File: src/rtl/adc344x_lvds_tx.sv
// ADC344x serial LVDS output emulator: serialises parallel sample words onto
// 1- or 2-wire lanes per channel with DCLK/FCLK, test patterns and bit-slip.
// One bit slot per SysClk cycle; DDR/differential primitives live outside.
module adc344x_lvds_tx #(
  parameter int C_AdcChnls   = 2,
  parameter int C_AdcWireInt = 2,
  parameter int C_AdcBits    = 14
) (
  input  logic                               SysClk,
  input  logic                               SysRst,
  input  logic                               TxEna,
  input  logic [1:0]                         TxPattern,
  input  logic                               TxSlip,
  input  logic [C_AdcChnls*C_AdcBits-1:0]    SmplData,
  input  logic                               SmplValid,
  output logic                               SmplReady,
  output logic                               DclkOut,
  output logic                               FclkOut,
  output logic [C_AdcChnls*C_AdcWireInt-1:0] DataOut,
  output logic                               FrameStart,
  output logic                               Underrun
);

  localparam int N  = C_AdcBits / C_AdcWireInt;
  localparam int H  = (N + 1) / 2;
  localparam int SW = (N > 1) ? $clog2(N) : 1;
  localparam int L  = C_AdcChnls * C_AdcWireInt;
  localparam logic [SW-1:0] LAST = SW'(N - 1);
  localparam logic [C_AdcBits-1:0] RAMP_ONE = {{(C_AdcBits-1){1'b0}}, 1'b1};

  logic [SW-1:0]                          r_slot_cnt;
  logic [SW-1:0]                          w_slot_nxt;
  logic [C_AdcChnls-1:0][C_AdcBits-1:0]   r_shift;
  logic [C_AdcChnls-1:0][C_AdcBits-1:0]   w_word;
  logic [C_AdcBits-1:0]                   r_ramp;
  logic [C_AdcBits-1:0]                   w_pat;
  logic                                   w_load;
  logic [L-1:0]                           r_data;
  logic [L-1:0]                           w_load_bits;
  logic [L-1:0]                           w_shift_bits;
  logic                                   r_dclk;
  logic                                   r_fclk;
  logic                                   r_fstart;
  logic                                   r_underrun;

  // Load decision and next slot index
  always_comb begin
    w_load     = (r_slot_cnt == LAST) && TxEna && !TxSlip;
    w_slot_nxt = r_slot_cnt + SW'(1);
  end

  assign SmplReady = w_load && (TxPattern == 2'd0) && !SysRst;

  // Frame word selection for the next load, per channel
  always_comb begin
    w_pat = '0;
    case (TxPattern)
      2'd1: w_pat = r_ramp;
      2'd2: for (int i = 0; i < C_AdcBits; i++) w_pat[i] = ((C_AdcBits - 1 - i) % 2 == 0);
      2'd3: for (int i = 0; i < C_AdcBits; i++) w_pat[i] = (i >= C_AdcBits - C_AdcBits / 2);
      default: w_pat = '0;
    endcase
    for (int c = 0; c < C_AdcChnls; c++) begin
      if (TxPattern == 2'd0)
        w_word[c] = SmplValid ? SmplData[c*C_AdcBits +: C_AdcBits] : '0;
      else
        w_word[c] = w_pat;
    end
  end

  // Lane bits: lane j of a channel takes word bit (MSB - j) of the current slot
  always_comb begin
    w_load_bits  = '0;
    w_shift_bits = '0;
    for (int c = 0; c < C_AdcChnls; c++) begin
      for (int j = 0; j < C_AdcWireInt; j++) begin
        w_load_bits[c*C_AdcWireInt + j]  = w_word[c][C_AdcBits-1-j];
        w_shift_bits[c*C_AdcWireInt + j] = r_shift[c][C_AdcBits-1-j];
      end
    end
  end

  // Slot counter, shift registers, ramp and registered serial outputs
  always_ff @(posedge SysClk) begin
    if (SysRst) begin
      r_slot_cnt <= LAST;
      r_shift    <= '0;
      r_ramp     <= '0;
      r_data     <= '0;
      r_dclk     <= 1'b0;
      r_fclk     <= 1'b0;
      r_fstart   <= 1'b0;
      r_underrun <= 1'b0;
    end else if (!TxEna) begin
      // abandon any partial frame; ramp and underrun are kept
      r_slot_cnt <= LAST;
      r_shift    <= '0;
      r_data     <= '0;
      r_dclk     <= 1'b0;
      r_fclk     <= 1'b0;
      r_fstart   <= 1'b0;
    end else if (TxSlip) begin
      // hold the slot so every output repeats; only the bit clock moves on
      r_dclk   <= !r_dclk;
      r_fstart <= 1'b0;
    end else if (w_load) begin
      r_slot_cnt <= '0;
      for (int c = 0; c < C_AdcChnls; c++) r_shift[c] <= w_word[c] << C_AdcWireInt;
      r_data     <= w_load_bits;
      r_dclk     <= !r_dclk;
      r_fclk     <= (H > 0);
      r_fstart   <= 1'b1;
      if (TxPattern == 2'd1) r_ramp <= r_ramp + RAMP_ONE;
      if ((TxPattern == 2'd0) && !SmplValid) r_underrun <= 1'b1;
    end else begin
      r_slot_cnt <= w_slot_nxt;
      for (int c = 0; c < C_AdcChnls; c++) r_shift[c] <= r_shift[c] << C_AdcWireInt;
      r_data     <= w_shift_bits;
      r_dclk     <= !r_dclk;
      r_fclk     <= (int'(w_slot_nxt) < H);
      r_fstart   <= 1'b0;
    end
  end

  assign DataOut    = r_data;
  assign DclkOut    = r_dclk;
  assign FclkOut    = r_fclk;
  assign FrameStart = r_fstart;
  assign Underrun   = r_underrun;

endmodule

File: config.mk
export PLATFORM = sky130hd
export DESIGN_NAME = adc344x_lvds_tx
export DESIGN_NICKNAME = d
export VERILOG_FILES = /design/src/rtl/adc344x_lvds_tx.sv
export SDC_FILE = /design/constraint.sdc
export NUM_CORES = 1
export LEC_CHECK = 0
export CAP_MARGIN = 5
export CORE_ASPECT_RATIO = 1.75
export CORE_MARGIN = 3
export CORE_UTILIZATION = 52
export CTS_CLUSTER_SIZE = 28
export DETAILED_ROUTE_END_ITERATION = 8
export HOLD_SLACK_MARGIN = 0.03
export PLACE_DENSITY = 0.84
export SETUP_SLACK_MARGIN = 0.4
export SYNTH_ARGS = -nofsm -noshare
export SYNTH_HDL_FRONTEND = slang
export SYNTH_SLANG_ARGS = --single-unit
File: constraint.sdc
create_clock -name SysClk -period 2.4 [get_ports SysClk]
set_input_delay 0.36 -clock SysClk [delete_from_list [all_inputs] [get_ports SysClk]]
set_output_delay 0.36 -clock SysClk [all_outputs]
set_load 0.02 [all_outputs]
==> results of run 1 <==
==> power by group <==
group	internal, mW	switching (mW)
logic	0.123	0.123
registers	0.832	0.0118
clock network	0.206	0.276
==> Yosys cell counts (all sizes together), types with 5 or more instances <==
master,count
a221oi,16
nand3,5
nand2,10
xnor2,7
inv,22
a22oi,16
clkbuf,15
dfxtp,49
a21oi,25
nor2,35
nor3,10
nor4,6
a2111oi,6
buf,9
==> worst min path at each step <==
stage	slack (ns)	cells past startpoint	end
2_1_floorplan	0.45	2	r_shift[19]
3_3_place_gp	0.40	1	DclkOut
3_5_place_dp	0.41	1	DclkOut
4_1_cts	0.42	1	DclkOut
5_1_grt	0.45	1	DclkOut
6_report	0.42	1	DclkOut
==> cell families after synthesis <==
kind of cell	after synthesis	share of synthesized area (%)
AOI/OAI and AO/OA	87	26.0
xor gates and xnor gates	11	4.03
adders and majority gates	3	1.57
buffers and inverters	46	7.84
DFF	49	41.0
muxes	1	0.418
and+or+nand+nor	88	19.1
==> cells in the final DEF (no fill, tap or decap), drive strengths merged, types with 3 or more instances in the layout <==
cell type	instances
dfxtp	49
clkdlybuf4s50	41
nor2	35
a21oi	25
inv	22
a221oi	16
a22oi	16
buf	15
nor3	10
nand2	10
xnor2	7
clkbuf	7
nor4	6
a2111oi	6
nand3	5
nand2b	4
nor2b	4
a2bb2oi	4
a211o	4
xor2	4
o21ai	4
or2	3
a31oi	3
nand4b	3
ha	3
==> worst max-delay path: cells and delay by family, from the launching register on <==
kind               cells  cell delay [ns]
and+or+nand+nor        3             1.22
DFF                    1             0.50
AOI/OAI and AO/OA      1             0.14
==> layout make-up <==
| type | instances | area share [%] |
|---|---|---|
| clock inverter | 2 | 0.503 |
| clock buffer | 6 | 2.43 |
| inverter | 22 | 2.77 |
| multi-input combinational | 190 | 41.1 |
| timing repair buffer | 58 | 18.2 |
| tap | 51 | 2.14 |
| sequential | 49 | 32.9 |
==> sequential cells by signal, indices dropped and copies added, names as in the netlist <==
| signal | flops |
|---|---|
| DataOut | 4 |
| DclkOut | 1 |
| FclkOut | 1 |
| FrameStart | 1 |
| Underrun | 1 |
| r_ramp | 14 |
| r_shift | 24 |
| r_slot_cnt | 3 |
==> per-stage QoR <==
stage,hold slack [ns],instance area [um^2]
after floorplan,0.446,2390
after global routing,0.448,2990
after detailed placement,0.406,2890
final,0.415,2990
after global placement,0.401,2890
after CTS,0.419,2980
==> layer usage <==
layer,GRT usage [%],part of all wire (%),up-vias,routed length [um]
met5,0,0,-,0
met4,15.1,4.0,0,225
met3,4.03,5.1,19,290
met2,36.4,51,82,2890
met1,25.4,40,1021,2270
li1,-,-,1119,-
==> repair_timing <==
item / 4_1_cts / 5_1_grt
resized for setup: 3 / 4
endpoints found under the hold margin: 0 / 0
pin swaps: 0 / 1
setup endpoints to repair: 1 / 5
hold buffers: 0 / 0
==> results.yml, run 1 <==
synth:
  synth_top_area_cell: "dfxtp_1"
  synthArstFlopShare_pct: 0
  syn_area_um2: 2390
  syn_nets: 323
  yosysWarnings: 0
  seq_area_frac_synth_pct: 41.0
  yosys.area.top_type_share_pct: 41.0
  ys.flop_type: "dfxtp_1"
  postSynthCellCount: 285
  avgSynthCellArea_um2: 8.39
  synth-seq-cells: 49
  synth-edff-count: 0
  synth.distinct_cells: 41
  synthTopCellsByArea: "dfxtp_1, a221oi_1, nor2_1, a21oi_1, a22oi_1"
detailed_routing:
  wl_per_cell_um: 15.0
  wl_mm: 5.68
  postRouteAntennaNets: 0
  drt_iter0_drc: 63
  dr_total_vias: 2241
  dr.pass1.iters: 5
  via_per_inst: 5.93
  drc: 0
global_routing:
  grt_pass1_vias: 2131
  antenna_found_initial: 0
  grt_overflow: 0
  grt_pass1_wl_mm: 9.41
  grt_start_max_net_pins: 54
  grt_usage_pct: 22.0
place:
  dpl.hpwl_mm: 4.18
  placed_cells_incl_taps: 370
  post-place-ws_ns: 0.0894
  portBuffers: 43
  globalplace.congestion: 0.895
clock_tree:
  cts-root-buf: "clkbuf_8"
  clock_sinks: 49
  htree_levels: 2
  cts_max_path_buffers: 2
  postCtsSetupRepairBufs: 0
  clk_pin_slew_ns: 0.09
  cts_tree: "yes"
  cts_buffers: 5
  clk-insertion-delay-late_ns: 0.30
setup_path:
  required_ns: 2.64
  crit_type: "register to register"
  r2r-start: "r_ramp[3]"
  reg2reg_slack_ns: 0.48
  cp.arrival_ns: 2.15
  crit_start: "r_ramp[3]"
  end_kind: "register"
  rr_worst_depth: 4
  crit_path_max_fanout: 7
  r2r-end: "r_ramp[11]"
  startpoint_type: "register"
  max_stage_delay_ns: 0.61
  cp-endpoint: "r_ramp[11]"
  worstPathCellList: "nand4_1 -> or4_4 -> or3_1 -> a21oi_1"
  cpMaxStageDelayCell: "or4_4"
floorplan:
  die_height_um: 95.7
  core-area_um2: 4400
  ioPinCount: 44
  start_util_pct: 54.3
  rows: 32
  die_x_um: 57.3
  die-area_um2: 5480
power:
  p_total_mw: 1.57
  power_density_nw_per_um2: 526
  ir_worst_vdd_v: 0.000478
  power.leakage_nw: 1.02
flow_run:
  drv_cap: 0
timing:
  relSlewSlack_pct: 67.4
  max_freq_mhz: 522
  fin_crit_ns: 1.92
  setup_viol: 0
  fin_tns_setup_ns: 0
  fin_skew_ns: 0.00748
  fin_ws_ns: 0.483
  fin_crit_sh_pct: 79.9
  tightest_slew_ns: 0.489
  hold_viol_final: 0
  rsz0062_at_grt: "false"
  slew_viol_final: 0
status:
  status: "complete, no violations"
cells_and_area:
  antenna_cells: 0
  nets: 364
  drive_gt1_share_pct: 9.79
  ff_latch_area_um2: 981
  final_cell_count_no_fill: 378
  fin_util_pct: 67.8
  synthToLayoutAreaGrowth_pct: 24.8
  multi_input_comb_area_um2: 1230
  n_fill_cell: 387
min_path:
  hold_start: "DclkOut"
  hold_class: "register to register"
Note: power is estimated with default switching activity, not from simulation.
==> inputs of run 2 (changes only) <==
Settings changed: CORE_UTILIZATION 52 to 47, PLACE_DENSITY 0.84 to 0.81.
Clock period 2.4 ns to 1.74 ns, I/O delays scaled along.
==> run 2 against run 1 <==
The flow now finishes with violations (negative setup slack); clock skew is 0.0030 ns higher; wire length is 67% higher; non-clock buffer count is 42 higher; power is 73% higher; critical endpoint is now r_shift[22]; largest power group unchanged.
==> results.yml, run 2 (synthesis results as in run 1) <==
setup_path:
  required_ns: 1.90
  crit_family: "buffers and inverters"
  startpoint_type: "input pin"
  crit_path_max_fanout: 6
  reg2reg_slack_ns: -0.07
  cp_common_cell: "buf_4"
  cp-endpoint: "r_shift[22]"
  crit_start: "TxEna"
  end_kind: "register"
  rr_worst_depth: 9
  max_stage_delay_ns: 0.57
  crit_type: "input pin to register"
  r2r-start: "r_slot_cnt[0]"
  cp.arrival_ns: 1.97
  crit_cells: 8
  cp.buffers_inverters: 5
  r2r-end: "r_shift[22]"
  worstPathCellList: "clkdlybuf4s50_1 -> nand4b_4 -> buf_6 -> buf_4 -> bufbuf_16 -> buf_4 -> a221oi_4 -> a2111oi_2"
  cpMaxStageDelayCell: "clkdlybuf4s50_1"
global_routing:
  grt_pass1_vias: 2702
  antenna_found_initial: 0
  grt_overflow: 0
  grt_usage_pct: 29.2
  grt_start_max_net_pins: 54
  grt_pass1_wl_mm: 13.3
min_path:
  whs_path_depth: 4
  hold_class: "input pin to register"
place:
  dpl-instance-area_um2: 3160
  portBuffers: 43
  post-place-ws_ns: -0.341
  dpl.hpwl_mm: 4.77
  globalplace.congestion: 0.858
timing:
  fin_crit_ns: 1.81
  fin_ws_ns: -0.0743
  fin_hold_ws_ns: 0.395
  slew_viol_final: 0
  fin_skew_ns: 0.0105
  hold_viol_final: 0
  rsz0062_at_grt: "true"
  setup_viol: 8
  relSlewSlack_pct: 53.3
  tightest_slew_ns: 0.701
  fin_crit_sh_pct: 104
  max_freq_mhz: 551
clock_tree:
  cts-root-buf: "clkbuf_8"
  clock_sinks: 49
  cts_tree: "yes"
  htree_levels: 2
  clk-insertion-delay-late_ns: 0.32
  cts_max_path_buffers: 2
  cts_buffers: 5
  holdBufCountCts: 0
  clk_pin_slew_ns: 0.09
status:
  status: "finished with violations"
  violations: "negative setup slack"
detailed_routing:
  drc: 0
  postRouteAntennaNets: 0
  via_per_inst: 6.60
  dr_total_vias: 2787
  drt_iter0_drc: 217
  dr.pass1.iters: 5
  wl_mm: 9.49
  wl_per_cell_um: 22.5
cells_and_area:
  final_common_cell: "dfxtp_1"
  antenna_cells: 0
  drive_gt1_share_pct: 39.5
  largest_reg_flops: 24
  nets: 407
  fin_area_um2: 3950
  final_cell_mix: "dfxtp_1, buf_4, clkdlybuf4s50_1, nor2_1, inv_1"
  fin_util_pct: 82.5
  synthToLayoutAreaGrowth_pct: 65.1
  top_register: "r_shift"
floorplan:
  start_util_pct: 49.9
  core-area_um2: 4790
  rows: 33
  ioPinCount: 44
  die_x_um: 59.9
  die-area_um2: 6020
  die_height_um: 100
power:
  ir_worst_vdd_v: 0.000817
  power.leakage_nw: 1.50
  power_density_nw_per_um2: 687
  p_total_mw: 2.72
flow_run:
  drv_cap: 0
==> run 2: cell count changes in the layout (fill, tap and decap cells not counted), sizes merged <==
cell,before,now
dlygate4sd2,0,10
bufinv,0,2
buf,15,58
clkinv,0,1
bufbuf,0,1
clkdlybuf4s50,41,30
clkinvlp,2,0
and2,1,2
clkbuf,7,5
==> run 2: worst min path at each step <==
stage	start	end	slack, ns
final	TxSlip	FrameStart	0.40
after global routing	TxSlip	FrameStart	0.40
after CTS	TxSlip	FrameStart	0.39
after detailed placement	DclkOut	DclkOut	0.41
after global placement	DclkOut	DclkOut	0.40
after floorplan	SmplData[15]	r_shift[17]	0.43
==> run 2: area by class of cell <==
class	count	area (um^2)
Fill cell	265	840
Sequential cell	49	991
Multi-Input combinational cell	191	1720
Inverter	22	82.6
Clock buffer	5	68.8
Clock inverter	3	65.1
Timing Repair Buffer	100	955
Tap cell	52	65.1
==> run 2: layer usage <==
layer  vias up  GRT usage, %  routed length, um
met2       185          50.7               5100
met4         0          19.1                576
li1       1213             -                  -
met5         -             0                  0
met3        53          4.89                601
met1      1336          30.9               3200
==> run 2: tightest hold or removal path, delay by kind of cell <==
kind,cells,cell delay [ns]
buffers and inverters,2,0.22
AND/OR/NAND/NOR,2,0.19
==> run 2: where the power goes <==
group,internal (mW),switching [mW]
clock,0.571,0.412
sequential,1.15,0.0201
combinational,0.274,0.291
==> run 2: repair_timing <==
action / 4_1_cts / 5_1_grt
resized for setup: 94 / 20
endpoints found under the hold margin: 0 / 0
pin swaps: 37 / 7
cloned: 3 / 0
buffers inserted: 17 / 4
endpoints found under the setup margin: 55 / 49
==> run 2: metrics by stage <==
stage                     cells  TNS, ns
after floorplan             285        0
after global placement      390    -6.33
after detailed placement    390    -8.03
after CTS                   418  -0.0410
after global routing        422    -1.29
final                       422   -0.311
==> inputs of run 3 (changes only) <==
Settings changed: CORE_UTILIZATION 47 to 60, DONT_BUFFER_PORTS set to 1, SKIP_CTS_REPAIR_TIMING set to 1.
Clock period 1.74 ns to 1.82 ns, I/O delays scaled along.
==> run 3 against run 2 <==
The run now ends clean; non-clock buffer count is 64 lower; die area is 20% lower; flip-flop and latch count stayed put.
==> results.yml, run 3 (synthesis results as in run 1) <==
setup_path:
  worstPathCellList: "ha_1 -> nand4b_1 -> nor4_1 -> buf_4 -> a21oi_1 -> a31o_2"
  end_kind: "register"
  startpoint_type: "register"
  required_ns: 2.03
  max_stage_delay_ns: 0.38
  cpMaxStageDelayCell: "dfxtp_2"
  crit_path_max_fanout: 4
  cp.buffers_inverters: 1
  cp.arrival_ns: 2.00
  crit_family: "simple AND/OR/NAND/NOR gates"
  crit_type: "register to register"
detailed_routing:
  wl_mm: 8.53
  wl_per_cell_um: 24.2
  via_per_inst: 6.93
  drt_iter0_drc: 142
  drc: 0
  dr_total_vias: 2438
  postRouteAntennaNets: 0
  dr.pass1.iters: 4
power:
  power_density_nw_per_um2: 709
  p_sw_share_pct: 26.0
  p_sw_uw: 598
  pwr-share-comb_pct: 14.9
  power.leakage_nw: 1.13
  power_frac_seq_pct: 48.9
  clock_power_share_pct: 36.2
  ir_worst_vdd_v: 0.000776
  p_int_mw: 1.70
floorplan:
  start_util_pct: 64.0
  core-area_um2: 3740
  die_height_um: 89.5
  die_x_um: 53.7
  rows: 29
  die-area_um2: 4810
  ioPinCount: 44
global_routing:
  grt_pass1_vias: 2075
  grt_pass1_wl_mm: 9.54
  grt_start_max_net_pins: 56
  grt_overflow: 0
  grt_usage_pct: 27.1
  antenna_found_initial: 0
clock_tree:
  clk-insertion-delay-late_ns: 0.31
  cts_tree: "yes"
  clk_pin_slew_ns: 0.10
  clock_sinks: 49
  htree_levels: 2
  cts_max_path_buffers: 2
  cts-root-buf: "clkbuf_8"
  cts_buffers: 5
cells_and_area:
  drive_gt1_share_pct: 37.3
  n_fill_cell: 187
  top_register: "r_shift"
  multi_input_comb_area_um2: 1640
  antenna_cells: 0
  final_cell_count_no_fill: 352
  ff_latch_area_um2: 990
  largest_reg_flops: 24
  final_common_cell: "dfxtp_1"
  synthToLayoutAreaGrowth_pct: 35.7
  nets: 343
  final_cell_mix: "dfxtp_1, nor2_1, buf_4, inv_1, a21oi_1"
  fin_area_um2: 3250
min_path:
  hold_class: "input pin to register"
status:
  status: "complete, no violations"
place:
  dpl.hpwl_mm: 4.26
  portBuffers: 0
  dpl-instance-area_um2: 2550
  globalplace.congestion: 0.964
  post-place-ws_ns: 0.165
  placed_cells_incl_taps: 320
timing:
  hold_viol_final: 0
  fin_skew_ns: 0.0126
  slew_viol_final: 0
  relSlewSlack_pct: 61.3
  fin_crit_sh_pct: 98.3
  setup_viol: 0
  fin_ws_ns: 0.0308
  max_freq_mhz: 559
  rsz0062_at_grt: "true"
  fin_tns_setup_ns: 0
  fin_crit_ns: 1.79
  fin_hold_ws_ns: 0.0600
  tightest_slew_ns: 0.578
flow_run:
  drv_cap: 0
run 3: cell count changes in the layout (fill, tap and decap cells not counted), moves of 4 or more:
cell and delta:
clkdlybuf4s50_1 -30, buf_6 -5, nor2_1 +4, buf_4 -19, dlygate4sd2_1 -10
run 3: metal layers:
layer	vias to the layer above	global-route usage, %	share of wire, %	routed length, um
li1	1077	-	-	-
met1	1184	29.2	34	2940
met2	136	46.8	53	4550
met3	41	5.34	6.8	577
met4	0	16.3	5.4	463
met5	-	0	0	0
run 3: final timing paths:
| check | startpoint | to | slack (ns) | cells after the start |
|---|---|---|---|---|
| max | r_ramp[1] | r_ramp[12] | 0.03 | 6 |
| min reg2reg | r_shift[13] | r_shift[13] | 0.49 | 2 |
| max reg2reg | r_ramp[1] | r_ramp[12] | 0.03 | 6 |
| min | TxSlip | DataOut[0] | 0.06 | 1 |
run 3: area by class of cell:
type                            instances  share of cell area, %
Timing Repair Buffer                   36                   11.0
Inverter                               22                   2.54
Clock buffer                            7                   2.66
Tap cell                               46                   1.77
Multi-Input combinational cell        191                   50.6
Clock inverter                          1                  0.925
Sequential cell                        49                   30.5
run 3: power by group through the flow:
stage | clock network, mW | registers, mW | logic [mW]
2_1_floorplan | 0 | 1.15 | 0.199
3_3_place_gp | 0 | 1.15 | 0.196
3_5_place_dp | 0 | 1.15 | 0.201
4_1_cts | 0.813 | 1.12 | 0.201
5_1_grt | 0.867 | 1.13 | 0.362
6_report | 0.833 | 1.13 | 0.342
run 3: worst reg2reg max path, stage by stage, from the launching register on:
cell and delay [ns]:
dfxtp_2 0.38, ha_1 0.22, nand4b_1 0.28, nor4_1 0.30
buf_4 0.20, a21oi_1 0.09, a31o_2 0.22
run 3: through the flow:
stage / util, % / power (mW)
5_1_grt: 86.9 / 2.36
2_1_floorplan: - / 1.34
3_3_place_gp: 68.3 / 1.34
6_report: 86.9 / 2.30
3_5_place_dp: 68.3 / 1.35
4_1_cts: 71.4 / 2.14
